**config.mk**
```make
export PLATFORM = sky130hd
export DESIGN_NAME = wb_skid_buffer
export DESIGN_NICKNAME = d
export VERILOG_FILES = /design/src/rtl/wb_skid_buffer.sv
export SDC_FILE = /design/constraint.sdc
export NUM_CORES = 1
export LEC_CHECK = 0
export BUFFER_PORTS_ARGS = -buffer_cell sky130_fd_sc_hd__buf_2
export CAP_MARGIN = 20
export CORE_ASPECT_RATIO = 0.7
export CORE_UTILIZATION = 55
export CTS_CLUSTER_SIZE = 28
export DETAILED_ROUTE_END_ITERATION = 7
export PLACE_DENSITY = 0.85
export SETUP_SLACK_MARGIN = 0.5
export SLEW_MARGIN = 5
export SYNTH_ARGS = -nofsm -noshare
export SYNTH_HDL_FRONTEND = slang
export SYNTH_SLANG_ARGS = --single-unit
```
**constraint.sdc**
```tcl
create_clock -name clock -period 2 [get_ports clock]
set_input_delay 0.2 -clock clock [delete_from_list [all_inputs] [get_ports clock]]
set_output_delay 0.2 -clock clock [all_outputs]
set_load 0.01 [all_outputs]
```
**src/rtl/wb_skid_buffer.sv**
```systemverilog
// MEM->WB pipeline register with a one-entry skid slot, so in_ready comes
// straight from a flop and never combinationally from out_ready.
module wb_skid_buffer #(
  parameter int ADDR_WIDTH = 5,
  parameter int DATA_WIDTH = 32,
  parameter int HAS_HILO   = 1,
  parameter int SQUASH_R0  = 1
) (
  input  logic                  clock,
  input  logic                  reset,
  input  logic                  flush,
  input  logic                  in_valid,
  output logic                  in_ready,
  input  logic                  in_write_enable,
  input  logic [ADDR_WIDTH-1:0] in_write_addr,
  input  logic [DATA_WIDTH-1:0] in_write_data,
  input  logic                  in_write_hilo_enable,
  input  logic [DATA_WIDTH-1:0] in_write_hi_data,
  input  logic [DATA_WIDTH-1:0] in_write_lo_data,
  output logic                  out_valid,
  input  logic                  out_ready,
  output logic                  out_write_enable,
  output logic [ADDR_WIDTH-1:0] out_write_addr,
  output logic [DATA_WIDTH-1:0] out_write_data,
  output logic                  out_write_hilo_enable,
  output logic [DATA_WIDTH-1:0] out_write_hi_data,
  output logic [DATA_WIDTH-1:0] out_write_lo_data,
  output logic [1:0]            occupancy
);

  localparam logic HILO_ON   = (HAS_HILO != 0);
  localparam logic SQUASH_ON = (SQUASH_R0 != 0);

  typedef struct packed {
    logic                  we;
    logic [ADDR_WIDTH-1:0] addr;
    logic [DATA_WIDTH-1:0] data;
    logic                  hen;
    logic [DATA_WIDTH-1:0] hi;
    logic [DATA_WIDTH-1:0] lo;
  } entry_t;

  // Handshake: a transfer happens on a rising edge where valid && ready;
  // valid never waits on ready, and in_ready depends only on skid_valid_q.
  entry_t head_q, head_d, skid_q, skid_d, cap;
  logic   head_valid_q, head_valid_d, skid_valid_q, skid_valid_d;
  logic   accept, pop, head_load;

  assign in_ready  = !skid_valid_q;
  assign out_valid = head_valid_q;
  assign accept    = in_valid && in_ready;
  assign pop       = head_valid_q && out_ready;
  assign head_load = !head_valid_q || pop;

  // Writes to r0 are kept in the pipe (the instruction still retires) but never write.
  always_comb begin
    cap.we   = in_write_enable && !(SQUASH_ON && (in_write_addr == '0));
    cap.addr = in_write_addr;
    cap.data = in_write_data;
    cap.hen  = HILO_ON && in_write_hilo_enable;
    cap.hi   = HILO_ON ? in_write_hi_data : '0;
    cap.lo   = HILO_ON ? in_write_lo_data : '0;
  end

  always_comb begin
    head_d       = head_q;
    head_valid_d = head_valid_q;
    skid_d       = skid_q;
    skid_valid_d = skid_valid_q;
    if (flush) begin
      head_valid_d = 1'b0;
      skid_valid_d = 1'b0;
    end else if (head_load) begin
      if (skid_valid_q) begin
        head_d       = skid_q;
        head_valid_d = 1'b1;
        skid_valid_d = 1'b0;
      end else if (accept) begin
        head_d       = cap;
        head_valid_d = 1'b1;
      end else begin
        head_valid_d = 1'b0;
      end
    end else if (accept) begin
      skid_d       = cap;
      skid_valid_d = 1'b1;
    end
  end

  always_ff @(posedge clock) begin
    if (reset) begin
      head_q       <= '0;
      skid_q       <= '0;
      head_valid_q <= 1'b0;
      skid_valid_q <= 1'b0;
    end else begin
      head_q       <= head_d;
      skid_q       <= skid_d;
      head_valid_q <= head_valid_d;
      skid_valid_q <= skid_valid_d;
    end
  end

  // The skid slot is only ever valid while the head is valid.
  assign occupancy             = {head_valid_q & skid_valid_q, head_valid_q ^ skid_valid_q};
  assign out_write_enable      = head_q.we && head_valid_q;
  assign out_write_hilo_enable = head_q.hen && head_valid_q;
  assign out_write_addr        = head_q.addr;
  assign out_write_data        = head_q.data;
  assign out_write_hi_data     = head_q.hi;
  assign out_write_lo_data     = head_q.lo;

endmodule
```
==> metrics.csv <==
metric,value,unit
outcome,finished clean,
"most common cell after layout, fill and taps aside",buf_2,
WHS,0.00622,ns
Reg power frac,0.452,
Clock Path Buffers,3,
via-per-instance ratio,6.11,
Slowest cell on crit path,dfxtp_4,
clock sinks,208,
Hold Crit Class,in -> reg,
Die Y,115,microns
YS warnings,0,
WP buf/inv,4,
Area contributors post-synth,"dfxtp_1, a21oi_1, mux2i_1, a211oi_2, buf_4",
Total GRT Usage,0.284,
antenna violations before repair,0,
kind of critical path,reg -> reg,
cell family with most CP delay,buffers and inverters,
Max-Cap Viols,0,
standard-cell rows,40,
Critical R2R Capture,skid_q[71],
"Reg clk slew, reported paths",0.06,ns
Die Wd,163,microns
cell depth of the worst setup path,7,
drt drc,0,
Tcrit/Tclk final,0.807,
largest fanout on the critical path,10,
Placer Congestion,0.766,
port bufs,214,
Syn Std Cell Area,10000,sq um
Setup crit start kind,register,
Routed WL,30600,microns
Yosys reg bits,208,
routed wl met3,2900,microns
area of placed instances,10400,sq um
"Seq/Total Area, Yosys",0.415,
initial core utilization,0.573,
Layout Nets,1315,
area of the die,18800,sq um
R2R setup slack,0.39,ns
clock skew,0.0106,ns
Metal-1 WL,12800,microns
CP endpoint kind,register,
"commonest non-fill, non-tap cells in the layout","buf_2, dfxtp_1, a21oi_1",
drt first-iter violations,864,
Final setup viols,0,
post-layout minimum cycle time,1.61,ns
Slew headroom,0.334,
CP cell instances,"buf_12, buf_6, nand4bb_4, buf_12, buf_16, o21ai_1, a21oi_1",
leading area contributor after synthesis,dfxtp_1,
CP required,2.36,ns
first-pass GRT wire length,43200,microns
Area Growth Syn to Fin,25.3,%
final std cells w/o fill,1452,
Max stage delay on crit path,0.37,ns
Peak VDD IR,0.000683,V
vias in the first global route,8241,
final antenna-violating net count,0,
vias,8872,
fin. max-slew vios,0,
Int Power,7.28,mW
Met2 Routed Length,14200,microns
"Hold Vio Cnt, Final",0,
Net Sw Frac,0.252,
Post-Syn Instances,1058,
DRT Pass-1 Iters,7,
Yosys cell types,28,
unrepaired setup endpoints after global routing,true,
pwr/cell area,774,nW/um^2
Clk pwr share,0.411,
Post-Syn Area per Cell,9.49,sq um
IO Pins,215,
largest net degree at the start of global routing,209,
combinational share of power,0.136,
Core ar.,17500,sq um
Final Instance Area,12600,sq um
Detailed Place HPWL,14100,microns
Root Driver,clkbuf_16,
Worst Tran Pin Value,0.998,ns
CTS Buf Count,21,
Worst-Skew Late Latency,0.49,ns
dpl cells,1305,
CP startpoint,skid_valid_q,
critical path's most frequent cell,buf_12,
setup TNS,0,ns
WP data arrival,1.97,ns
Post-Syn Nets,1167,
sw power,2.45,mW
Max Freq,619,MHz
CTS tree,built,
Yosys top cell area share,0.415,
grt ovf,0,
Static Leak,4.54,nW
R2R cell count,7,
H-tree lvl count,1,
post-DR wirelength/cell,21.1,microns
final core occ,0.718,
Critical R2R Launch,skid_valid_q,
highest metal layer with signal wires,met4,
share of layout cells above drive strength 1,0.329,
CP endpoint,skid_q[71],
[state kept, by name (all words and copies together) (netlist names)]
name,count
skid_q,103
out_write_data,32
out_write_hi_data,32
out_write_lo_data,32
out_write_addr,5
head_q,2
out_valid,1
skid_valid_q,1
[worst register-to-register path, delay by kind of cell, from the launching register on]
family                 cells  cell delay, ns
AOI/OAI and AO/OA          2            0.28
buffers and inverters      4            0.59
DFF                        1            0.37
and+or+nand+nor            1            0.25
[kinds of logic (layout without fill, tap and decap cells)]
kind of cell               Yosys count  count (layout)  synth area share
AOI/OAI and AO/OA                  415             415             0.269
buffers and inverters              218             379             0.129
DFF                                208             208             0.415
and+or+nand+nor                    114             115            0.0849
muxes                              102             102             0.102
adders and majority gates            1               1           0.00125
other                                0               1                 0
[final cells by class]
type	instances	area (sq um)
multi-input combinational	633	4750
timing repair buffer	341	2670
clock buffer	32	617
fill	1239	4940
tap	231	289
antenna	1	2.50
sequential	208	4170
clock inverter	5	77.6
inverter	1	6.26
[worst min-delay path by stage]
stage | cells after the start | slack, ns | start | to
after global routing | 3 | 0.007 | in_write_data[30] | skid_q[95]
after detailed placement | 2 | 0.47 | skid_q[96] | skid_q[96]
after CTS | 3 | 0.0001 | in_write_lo_data[1] | skid_q[1]
final | 3 | 0.006 | in_write_lo_data[1] | skid_q[1]
after floorplan | 2 | 0.36 | in_write_lo_data[0] | skid_q[0]
after global placement | 2 | 0.46 | skid_q[26] | skid_q[26]
[per-stage QoR]
step	power, mW	setup WS (ns)
after floorplan	5.34	0.502
after global placement	5.54	0.285
after detailed placement	5.57	0.235
after CTS	9.68	0.442
after global routing	10.0	0.353
final	9.73	0.386
[Yosys cell counts]
cell type	n
buf_2	23
a211oi_2	70
a311oi_1	1
nand4bb_1	1
ha_1	1
mux2i_1	102
buf_4	102
a211oi_1	33
nand2_1	1
nand3b_1	102
nor2_1	1
nor2b_1	1
clkbuf_1	68
o21ai_0	21
o211ai_1	1
dfxtp_1	208
nor4_1	1
buf_6	8
nand2b_1	1
or4_1	1
and2_1	3
o21ai_1	83
o21ba_1	1
inv_1	1
buf_1	16
or4b_1	1
a21oi_1	205
and4bb_2	1
[power by group through the flow]
stage	logic (mW)	clock network [mW]	registers, mW
CTS	1.24	4.04	4.39
global route	1.41	4.22	4.41
global placement	1.06	0	4.48
detailed placement	1.09	0	4.48
floorplan	0.880	0	4.46
finish	1.33	4.00	4.40
[per-layer routing]
layer,global-route usage,vias to the layer above
li1,-,4065
met5,0,-
met4,0.0753,0
met1,0.366,4276
met2,0.485,464
met3,0.0574,67
[what timing repair did]
item | CTS | global route
hold endpoints to repair | 78 | 0
setup endpoints to repair | 180 | 158
buffers inserted | 8 | 7
cloned | 4 | 12
hold buffers | 78 | 0
pin swaps | 1 | 5
gates resized for setup | 9 | 62
Note: power is estimated with default switching activity, not from simulation.
